**src/rtl/bsg_manycore_pkg.sv**
```systemverilog
// Shared manycore types for the read-modify-write engine: packet ops, return types,
// load info, engine states and op classification helpers.
package bsg_manycore_pkg;

    localparam int bsg_manycore_reg_id_width_gp = 5;

    typedef enum logic [3:0] {
        e_remote_load    = 4'd0,
        e_remote_store   = 4'd1,
        e_remote_sw      = 4'd2,
        e_cache_op       = 4'd3,
        e_remote_amoswap = 4'd4,
        e_remote_amoadd  = 4'd5,
        e_remote_amoxor  = 4'd6,
        e_remote_amoand  = 4'd7,
        e_remote_amoor   = 4'd8,
        e_remote_amomin  = 4'd9,
        e_remote_amomax  = 4'd10,
        e_remote_amominu = 4'd11,
        e_remote_amomaxu = 4'd12
    } bsg_manycore_packet_op_e;

    typedef enum logic [1:0] {
        e_return_credit   = 2'd0,
        e_return_int_wb   = 2'd1,
        e_return_float_wb = 2'd2,
        e_return_ifetch   = 2'd3
    } bsg_manycore_return_packet_type_e;

    typedef struct packed {
        logic       float_wb;
        logic       icache_fetch;
        logic       is_unsigned_op;
        logic       is_byte_op;
        logic       is_hex_op;
        logic [1:0] part_sel;
    } bsg_manycore_load_info_s;

    typedef enum logic [2:0] {
        e_rmw_idle,
        e_rmw_rd,
        e_rmw_rdata,
        e_rmw_wr,
        e_rmw_resp
    } bsg_manycore_rmw_state_e;

    typedef enum logic [1:0] {
        e_op_load,
        e_op_amo,
        e_op_write,
        e_op_nomem
    } bsg_manycore_op_class_e;

    // Unknown op codes fall into the no-memory class and behave like a cache op.
    function automatic bsg_manycore_op_class_e classify_op(logic [3:0] op);
        case (op)
            e_remote_load:                  return e_op_load;
            e_remote_store, e_remote_sw:    return e_op_write;
            e_remote_amoswap, e_remote_amoadd, e_remote_amoxor, e_remote_amoand,
            e_remote_amoor, e_remote_amomin, e_remote_amomax, e_remote_amominu,
            e_remote_amomaxu:               return e_op_amo;
            default:                        return e_op_nomem;
        endcase
    endfunction

    function automatic bsg_manycore_return_packet_type_e load_return_type(bsg_manycore_load_info_s li);
        if (li.icache_fetch) return e_return_ifetch;
        if (li.float_wb)     return e_return_float_wb;
        return e_return_int_wb;
    endfunction

endpackage

```
**src/rtl/bsg_manycore_rmw_engine_alu.sv**
```systemverilog
// Combinational AMO result and load-formatting datapath for the RMW engine.
module bsg_manycore_rmw_alu
    import bsg_manycore_pkg::*;
#(
    parameter int data_width_p = 32,
    localparam int byte_sel_width_lp = $clog2(data_width_p / 8)
) (
    input  logic [3:0]                   op,
    input  logic [data_width_p-1:0]      old_data,
    input  logic [data_width_p-1:0]      opd,
    input  bsg_manycore_load_info_s      load_info,
    input  logic [byte_sel_width_lp-1:0] byte_sel,
    output logic [data_width_p-1:0]      amo_data,
    output logic [data_width_p-1:0]      load_data
);

    logic signed [data_width_p-1:0] old_s;
    logic signed [data_width_p-1:0] opd_s;
    logic [7:0]                     byte_val;
    logic [15:0]                    hex_val;
    logic [1:0]                     part_sel_unused;

    assign old_s           = old_data;
    assign opd_s           = opd;
    assign part_sel_unused = load_info.part_sel;
    assign byte_val        = old_data[{byte_sel, 3'b000} +: 8];
    // Half-word select ignores the low byte-offset bit.
    assign hex_val         = old_data[{byte_sel[byte_sel_width_lp-1:1], 4'b0000} +: 16];

    always_comb begin
        amo_data = opd;
        case (op)
            e_remote_amoadd:  amo_data = old_data + opd;
            e_remote_amoxor:  amo_data = old_data ^ opd;
            e_remote_amoand:  amo_data = old_data & opd;
            e_remote_amoor:   amo_data = old_data | opd;
            e_remote_amomin:  amo_data = (old_s < opd_s) ? old_data : opd;
            e_remote_amomax:  amo_data = (old_s > opd_s) ? old_data : opd;
            e_remote_amominu: amo_data = (old_data < opd) ? old_data : opd;
            e_remote_amomaxu: amo_data = (old_data > opd) ? old_data : opd;
            default:          amo_data = opd;
        endcase
    end

    always_comb begin
        load_data = old_data;
        if (load_return_type(load_info) == e_return_int_wb) begin
            if (load_info.is_byte_op)
                load_data = {{(data_width_p-8){~load_info.is_unsigned_op & byte_val[7]}}, byte_val};
            else if (load_info.is_hex_op)
                load_data = {{(data_width_p-16){~load_info.is_unsigned_op & hex_val[15]}}, hex_val};
        end
    end

endmodule

```
**src/rtl/bsg_manycore_rmw_engine.sv**
```systemverilog
// Single-outstanding remote load/store/AMO engine in front of a one-cycle-latency word memory.
module bsg_manycore_rmw_engine
    import bsg_manycore_pkg::*;
#(
    parameter int data_width_p   = 32,
    parameter int addr_width_p   = 12,
    parameter int reg_id_width_p = bsg_manycore_reg_id_width_gp,
    localparam int mask_width_lp     = data_width_p / 8,
    localparam int byte_sel_width_lp = $clog2(data_width_p / 8)
) (
    input  logic                         clk_i,
    input  logic                         reset_n_i,
    input  logic                         v_i,
    output logic                         ready_o,
    input  logic [3:0]                   op_i,
    input  logic [addr_width_p-1:0]      addr_i,
    input  logic [data_width_p-1:0]      data_i,
    input  logic [mask_width_lp-1:0]     mask_i,
    input  logic [reg_id_width_p-1:0]    reg_id_i,
    input  logic [6:0]                   load_info_i,
    input  logic [byte_sel_width_lp-1:0] byte_sel_i,
    output logic                         mem_v_o,
    output logic                         mem_w_o,
    output logic [addr_width_p-1:0]      mem_addr_o,
    output logic [data_width_p-1:0]      mem_data_o,
    output logic [mask_width_lp-1:0]     mem_mask_o,
    input  logic [data_width_p-1:0]      mem_data_i,
    output logic                         v_o,
    input  logic                         yumi_i,
    output logic [1:0]                   ret_type_o,
    output logic [data_width_p-1:0]      ret_data_o,
    output logic [reg_id_width_p-1:0]    ret_reg_id_o
);

    bsg_manycore_rmw_state_e        state_r;
    logic [3:0]                     op_r;
    logic [data_width_p-1:0]        opd_r;
    bsg_manycore_load_info_s        load_info_r;
    logic [byte_sel_width_lp-1:0]   byte_sel_r;
    logic [data_width_p-1:0]        amo_data;
    logic [data_width_p-1:0]        load_data;

    bsg_manycore_rmw_alu #(.data_width_p(data_width_p)) alu (
        .op        (op_r),
        .old_data  (mem_data_i),
        .opd       (opd_r),
        .load_info (load_info_r),
        .byte_sel  (byte_sel_r),
        .amo_data  (amo_data),
        .load_data (load_data)
    );

    // Address, mask and reg_id live directly in their output registers.
    always_ff @(posedge clk_i or negedge reset_n_i) begin
        if (!reset_n_i) begin
            state_r      <= e_rmw_idle;
            ready_o      <= 1'b1;
            mem_v_o      <= 1'b0;
            mem_w_o      <= 1'b0;
            mem_addr_o   <= '0;
            mem_data_o   <= '0;
            mem_mask_o   <= '0;
            v_o          <= 1'b0;
            ret_type_o   <= e_return_credit;
            ret_data_o   <= '0;
            ret_reg_id_o <= '0;
            op_r         <= '0;
            opd_r        <= '0;
            load_info_r  <= '0;
            byte_sel_r   <= '0;
        end else begin
            case (state_r)
                e_rmw_idle: if (v_i) begin
                    ready_o      <= 1'b0;
                    op_r         <= op_i;
                    opd_r        <= data_i;
                    load_info_r  <= load_info_i;
                    byte_sel_r   <= byte_sel_i;
                    ret_reg_id_o <= reg_id_i;
                    mem_addr_o   <= addr_i;
                    mem_mask_o   <= '1;
                    ret_type_o   <= e_return_credit;
                    ret_data_o   <= '0;
                    case (classify_op(op_i))
                        e_op_load, e_op_amo: begin
                            state_r <= e_rmw_rd;
                            mem_v_o <= 1'b1;
                            mem_w_o <= 1'b0;
                        end
                        e_op_write: begin
                            state_r    <= e_rmw_wr;
                            mem_v_o    <= 1'b1;
                            mem_w_o    <= 1'b1;
                            mem_data_o <= data_i;
                            if (op_i == e_remote_store) mem_mask_o <= mask_i;
                        end
                        default: begin
                            state_r <= e_rmw_resp;
                            v_o     <= 1'b1;
                        end
                    endcase
                end
                e_rmw_rd: begin
                    mem_v_o <= 1'b0;
                    state_r <= e_rmw_rdata;
                end
                e_rmw_rdata: begin
                    if (classify_op(op_r) == e_op_load) begin
                        state_r    <= e_rmw_resp;
                        v_o        <= 1'b1;
                        ret_type_o <= load_return_type(load_info_r);
                        ret_data_o <= load_data;
                    end else begin
                        state_r    <= e_rmw_wr;
                        mem_v_o    <= 1'b1;
                        mem_w_o    <= 1'b1;
                        mem_data_o <= amo_data;
                        ret_type_o <= e_return_int_wb;
                        ret_data_o <= mem_data_i;
                    end
                end
                e_rmw_wr: begin
                    mem_v_o <= 1'b0;
                    mem_w_o <= 1'b0;
                    v_o     <= 1'b1;
                    state_r <= e_rmw_resp;
                end
                e_rmw_resp: if (yumi_i) begin
                    v_o     <= 1'b0;
                    ready_o <= 1'b1;
                    state_r <= e_rmw_idle;
                end
                default: begin
                    state_r <= e_rmw_idle;
                    ready_o <= 1'b1;
                    mem_v_o <= 1'b0;
                    v_o     <= 1'b0;
                end
            endcase
        end
    end

endmodule

```
**config.mk**
```make
export PLATFORM = sky130hd
export DESIGN_NAME = bsg_manycore_rmw_engine
export DESIGN_NICKNAME = d
export VERILOG_FILES = /design/src/rtl/bsg_manycore_pkg.sv /design/src/rtl/bsg_manycore_rmw_engine_alu.sv /design/src/rtl/bsg_manycore_rmw_engine.sv
export SDC_FILE = /design/constraint.sdc
export NUM_CORES = 1
export LEC_CHECK = 0
export BUFFER_PORTS_ARGS = -buffer_cell sky130_fd_sc_hd__clkbuf_2
export CAP_MARGIN = 40
export CORE_ASPECT_RATIO = 0.75
export CORE_MARGIN = 4
export CORE_UTILIZATION = 55
export DETAILED_ROUTE_END_ITERATION = 10
export PLACE_DENSITY = 0.79
export SYNTH_ARGS = -nofsm -noshare
export SYNTH_HDL_FRONTEND = slang
export SYNTH_SLANG_ARGS = --single-unit
```
**constraint.sdc**
```tcl
create_clock -name clk_i -period 3.7 [get_ports clk_i]
set_input_delay 0.74 -clock clk_i [delete_from_list [all_inputs] [get_ports clk_i]]
set_output_delay 0.74 -clock clk_i [all_outputs]
set_load 0.01 [all_outputs]
```
Word-level counts from Yosys, hierarchy flattened
Memories as Yosys holds them, arrays and structs flattened.
Cells that the tools add are included.
- register bits after elaboration: 137
- ROM bits: 64
- bits of input ports: 102
- memories kept: 2
- memory list (name ; words ; bits a word ; rd ports ; clocked after memory_dff ; wr ports ; line ; RTL):
    (no name shown) ; 16 ; 2 ; 1 ; 0 ; 0 ; bsg_manycore_pkg.sv:56 ; case (op)
    (no name shown) ; 16 ; 2 ; 1 ; 0 ; 0 ; bsg_manycore_pkg.sv:56 ;
- $add $sub $neg: 1
- magnitude comparators: 4
- equality and inequality tests: 24
- shift-type cells: 2
- multiplexer cells: 57
- bitwise logic cells: 9
- reductions and logical operators: 16
- operators with widths (cell ; number):
    $mux W32 ; 12
    $pmux W32 S8 ; 1
    $pmux W32 S2 ; 2
    $gt A32 B32 Y1 ; 2
    $lt A32 B32 Y1 ; 2
    $add A32 B32 Y32 ; 1
    $and A32 B32 Y32 ; 1
    $or A32 B32 Y32 ; 1
    $shiftx A32 B6 Y16 ; 1
    $shiftx A32 B6 Y8 ; 1
    $xor A32 B32 Y32 ; 1
    $mux W2 ; 11
    $eq A4 B4 Y1 const B ; 5
    $mux W1 ; 18
    $pmux W3 S5 ; 1
    $eq A4 B3 Y1 const B ; 3
    $ne A2 B2 Y1 const B ; 6
    $reduce_and A4 Y1 ; 3
    $mux W3 ; 3
    $pmux W1 S3 ; 3
    $mux W4 ; 2
    $eq A3 B2 Y1 const B ; 2
    $pmux W3 S2 ; 1
    $reduce_and A2 Y1 ; 3
    other kinds (20) ; 27

Longest topological paths before layout
- depth after elaboration: 12
- depth in mapped cells: 13

By module
A second synthesis with hierarchy kept.
- cells, all modules: 1321
- area total of the unflattened synthesis: 11509.8 sq um
- by module, submodules not included (module ; instances ; cells an instance ; area each (sq um) ; seq. area each (sq um)):
    bsg_manycore_rmw_engine ; 1 ; 496 ; 5979.5 ; 3479.6
    bsg_manycore_rmw_alu ; 1 ; 825 ; 5530.3 ; 0.0

Worst setup path after synthesis
Ideal clock, no wire load.
- path type: input-to-reg
- start: input port mem_data_i[31]
- end: register mem_data_o[17]
- library setup time: 124 ps
- arrival time: 3178 ps
- data required time: 3576 ps
- slack: 398 ps
- cell stages on the path: 13
- path through: inv_1 > ha_1 > buf_6 > nor4_2 > nand4_1 > nor3_2 > a21oi_1 > a211o_1 > a21boi_4 > buf_6 > a221o_1 > a31oi_1 > nand2_1
- word-level cells in the longest chain between the ends: 5
- elaborated cells between the ends (all ways): 11
- those cells by class: 4 x order compare; 7 x mux
- ends and longest elaborated chain (element ; line ; RTL):
    from (decl) ; bsg_manycore_rmw_engine.sv:27 ; input logic [data_width_p-1:0] mem_data_i,
    $gt A32 B32 Y1, or another cell as far along ; bsg_manycore_rmw_engine_alu.sv:40 ; e_remote_amomaxu: amo_data = (old_data > opd) ? old_data : opd;
    $mux W32 (on tied branches) ; - ;
    $pmux W32 S8 * ; bsg_manycore_rmw_engine_alu.sv:32 ; case (op)
    $mux W32 * ; bsg_manycore_rmw_engine.sv:108 ; if (classify_op(op_r) == e_op_load) begin
    $pmux W32 S2 * ; bsg_manycore_rmw_engine.sv:72 ; case (state_r)
    to (signal assigned) ; bsg_manycore_rmw_engine.sv:94 ; mem_data_o <= data_i;
    to (signal assigned) ; bsg_manycore_rmw_engine.sv:117 ; mem_data_o <= amo_data;
    to (decl) ; bsg_manycore_rmw_engine.sv:25 ; output logic [data_width_p-1:0] mem_data_o,
Every way passes the cells marked *; elsewhere a longest branch is shown, timed or not. The select of a mux whose other input is x is not followed.
A chain may end at the register's enable or synchronous reset.

Worst setup path in the final report
- start: register opd_r[27]
- end: register mem_data_o[0]
- word-level cells in the longest chain between the ends: 5
- elaborated cells between the ends (all ways): 11
- those cells by class: 4 x order compare; 7 x mux
- ends and longest elaborated chain (element ; line ; RTL):
    from (decl) ; bsg_manycore_rmw_engine.sv:37 ; logic [data_width_p-1:0] opd_r;
    from (signal assigned) ; bsg_manycore_rmw_engine.sv:76 ; opd_r <= data_i;
    $gt A32 B32 Y1, or another cell as far along ; bsg_manycore_rmw_engine_alu.sv:40 ;
    $mux W32 (on tied branches) ; - ;
    $pmux W32 S8 * ; bsg_manycore_rmw_engine_alu.sv:32 ;
    $mux W32 * ; bsg_manycore_rmw_engine.sv:108 ;
    $pmux W32 S2 * ; bsg_manycore_rmw_engine.sv:72 ;
Marks and branches as above.

==> flow_summary.rst <==
.. list-table::
   :header-rows: 1

   * - Metric
     - Value
   * - Actual transition at the worst max-transition pin
     - roughly 0.86 ns
   * - Critical register-to-register path startpoint
     - opd_r[27]$_DFFE_PN0P_
   * - Wirelength, routed
     - slightly below 40000 um
   * - Overall die area
     - between 0.02 and 0.025 mm^2
   * - Number of setup violations in the final report
     - 0
   * - Fraction of final layout cells sized beyond drive strength 1
     - 0.277
   * - Initial core utilization
     - 0.560
   * - Leading area contributor after synthesis
     - sky130_fd_sc_hd__dfrtp_1
   * - Share of the synthesized area in the top cell type
     - 0.314
   * - Yosys Warn Count
     - 0
   * - Max FO, Critical Path
     - 14
   * - Cell row count
     - 44
   * - TritonCTS clock tree
     - yes
   * - Crit path capture type
     - register
   * - Die height
     - 129 um
   * - HPWL after DPL
     - 29600 um
   * - FF-to-FF path depth
     - 12
   * - Fmax
     - slightly below 300 MHz
   * - WP data required
     - ~4 ns
   * - Post-synthesis net count
     - approximately 1.5k
   * - Worst vdd ir
     - 0.483 mV
   * - Most frequently used flop master after synthesis
     - sky130_fd_sc_hd__dfrtp_1
   * - Tightest Hold Check Type
     - primary input to asynchronous set/reset pin
   * - Number of global-route vias before repair
     - 10.7k
   * - Setup repair after global routing missed its margin
     - no
   * - Total Neg Setup Slack
     - 0 ns
   * - Wire per inst
     - 21.3 um
   * - Data arrival time of the critical path
     - about 3.8 ns
   * - Worst reg-to-reg setup slack
     - around 0.24 ns
   * - Die span in x
     - around 170 um
   * - Post-synthesis sequential element count
     - between 100 and 150
   * - IO Pins
     - just under 200
   * - Starting DRC count in detailed routing
     - around 1.6k
   * - Status
     - finished clean
   * - Post-synthesis sequential area ratio
     - 0.317
   * - DRC Markers
     - 0
   * - Main area contributors after synthesis
     - sky130_fd_sc_hd__dfrtp_1, sky130_fd_sc_hd__ha_1, sky130_fd_sc_hd__o21ai_0, sky130_fd_sc_hd__nand2_1, sky130_fd_sc_hd__a21oi_1
   * - Post-synthesis to final-layout area growth
     - 24.8%
   * - Count of TritonRoute iterations in the first routing pass
     - 9
   * - Final worst path period share
     - 0.935
   * - Commonest non-fill, non-tap cells in the layout
     - sky130_fd_sc_hd__clkbuf_2, sky130_fd_sc_hd__o21ai_0, sky130_fd_sc_hd__nand2_1, sky130_fd_sc_hd__buf_4, sky130_fd_sc_hd__dfrtp_1
   * - Clock sinks
     - 137
   * - Type of the worst setup path
     - register to register
   * - Worst R2R End
     - mem_data_o[0]$_DFFE_PN0P_
   * - Final count of pins violating max slew
     - 0
   * - Fin crit period
     - ~3.5 ns
   * - Gr usage total
     - 0.353
   * - Count of mapped cells out of synthesis
     - between 1k and 1.5k
   * - Floorplan Core Area
     - slightly below 0.02 mm^2
   * - Average cell area after synthesis
     - approximately 8.2 um^2
   * - Largest net degree at the start of global routing
     - roughly 70
   * - Max_slew headroom
     - 0.425
   * - Hold Violations, Final
     - 0
   * - Vias per inst
     - between 6 and 7
   * - Count of input and output buffers
     - 190
   * - Via total after detailed routing
     - between 10k and 15k
   * - Most frequent standard cell in the layout excluding fill and tap cells
     - sky130_fd_sc_hd__clkbuf_2
   * - Number of buffers added to fix hold violations after cts
     - 0
   * - Remaining Overflow, GRT
     - 0
   * - Number of enable-type register cells in the synthesized netlist
     - 0
   * - Global-route wire length before repair
     - 60300 um
   * - LEAKAGE
     - 6.42 nW
   * - Post-route clock skew
     - between 0.01 and 0.015 ns
   * - Clock insertion delay at the later pin of the skew report
     - 0.44 ns
   * - Number of antenna violations at the first check in global routing
     - 0
   * - Antenna diode instance count
     - 0
   * - H-tree Lvls
     - 4
   * - Area of the mapped netlist
     - about 0.011 mm^2
   * - Share of flip-flops with an asynchronous set or reset after synthesis
     - 1.00
   * - Final nets
     - 1790
   * - Bufs on Longest Clock Path
     - 2
   * - Kind of launch point of the worst setup path
     - register
   * - Clock buffers created by TritonCTS
     - 17
   * - Cell variety after synth
     - slightly above 80
   * - Final weighted congestion in routability-driven placement
     - around 1.0
   * - Number of nets with antenna violations after routing
     - 0
   * - Clock-pin slew on the worst setup and hold paths
     - approximately 0.07 ns
   * - Cell Pwr Density
     - 892 mW/mm^2
   * - CTS root buf
     - sky130_fd_sc_hd__clkbuf_16
   * - Final core area utilization
     - 0.699
   * - # Max-Cap Violations
     - 0
## kinds of logic (layout without fill, tap and decap cells)
family                   after synthesis  count (layout)  share of synthesized area
flip-flops                           137             137                      0.317
AO/OA/AOI/OAI                        460             460                      0.272
XOR/XNOR                              23              23                     0.0186
multiplexers                          36              36                     0.0457
adder cells (fa/ha/maj)               97              97                      0.113
buffers and inverters                176             457                     0.0668
AND/OR/NAND/NOR                      394             394                      0.167
## report_power, final
group | internal [W] | switching, W | total, W
logic | 0.00314 | 0.00440 | 0.00754
clock network | 0.000885 | 0.000775 | 0.00166
registers | 0.00220 | 0.000648 | 0.00285
## synthesized netlist by cell type (all sizes together) (27+ instances only)
| master | number |
|---|---|
| a21oi | 102 |
| ha | 96 |
| nor3 | 32 |
| dfrtp | 136 |
| inv | 84 |
| nor2 | 124 |
| mux2 | 27 |
| a221oi | 33 |
| o21ai | 182 |
| buf | 32 |
| clkbuf | 60 |
| nand2 | 153 |
## metrics by stage
stage | cell area [um^2] | hold WS, ns | setup slack [ns] | std cells | power (W)
6_report | 13500 | 0.306 | 0.242 | 1857 | 0.0120
3_3_place_gp | 12900 | 0.462 | -0.0501 | 1824 | 0.00994
2_1_floorplan | 10800 | 0.444 | 0.398 | 1323 | 0.00727
5_1_grt | 13500 | 0.337 | 0.0298 | 1857 | 0.0128
4_1_cts | 13500 | 0.331 | 0.233 | 1856 | 0.0118
3_5_place_dp | 12900 | 0.473 | -0.143 | 1824 | 0.0101
## critical path, stage by stage, from the launching register on
cell	delay (ns)
sky130_fd_sc_hd__dfrtp_1	0.42
sky130_fd_sc_hd__inv_1	0.11
sky130_fd_sc_hd__ha_2	0.44
sky130_fd_sc_hd__inv_1	0.08
sky130_fd_sc_hd__a21oi_1	0.21
sky130_fd_sc_hd__a21boi_1	0.18
sky130_fd_sc_hd__or4_4	0.62
sky130_fd_sc_hd__nor4b_4	0.34
sky130_fd_sc_hd__o32ai_4	0.21
sky130_fd_sc_hd__buf_12	0.21
sky130_fd_sc_hd__a221o_1	0.35
sky130_fd_sc_hd__o21ai_1	0.08
sky130_fd_sc_hd__a21oi_1	0.08
## layer usage
metal  up-vias  wire (um)  GRT usage
li1       5289          -          -
met1      5580      17000      0.530
met2       778      16300      0.501
met3        89       5430     0.0933
met4         0        891      0.102
met5         -          0          0
## registers in the layout, indices dropped and copies added, names as in the netlist
register,cells
mem_mask_o,4
mem_v_o,1
opd_r,32
mem_addr_o,12
state_r,3
v_o,1
ret_reg_id_o,5
ret_data_o,32
ret_type_o,2
ready_o,1
load_info_r,5
mem_w_o,1
op_r,4
byte_sel_r,2
mem_data_o,32
## how the worst max path moves through the flow
stage | cells past startpoint | slack (ns) | end | from
CTS | 12 | 0.23 | mem_data_o[0]$_DFFE_PN0P_ | opd_r[27]$_DFFE_PN0P_
global placement | 13 | -0.05 | mem_data_o[4]$_DFFE_PN0P_ | mem_data_i[27]
detailed placement | 13 | -0.14 | mem_data_o[11]$_DFFE_PN0P_ | mem_data_i[30]
floorplan | 13 | 0.40 | mem_data_o[17]$_DFFE_PN0P_ | mem_data_i[31]
global route | 12 | 0.03 | mem_data_o[0]$_DFFE_PN0P_ | opd_r[27]$_DFFE_PN0P_
finish | 12 | 0.24 | mem_data_o[0]$_DFFE_PN0P_ | opd_r[27]$_DFFE_PN0P_
## final cells by class
class | count | area [um^2]
Clock inverter | 14 | 133
Sequential cell | 137 | 3430
Timing Repair Buffer | 341 | 2150
Multi-Input combinational cell | 1010 | 6730
Tap cell | 253 | 317
Inverter | 84 | 315
Clock buffer | 18 | 429
Fill cell | 1524 | 5820
## repair_timing
action / 4_1_cts / 5_1_grt
endpoints found under the setup margin: 0 / 8
resized for setup: 0 / 1
buffers inserted: 0 / 1
(Power assumes the default switching activity.)
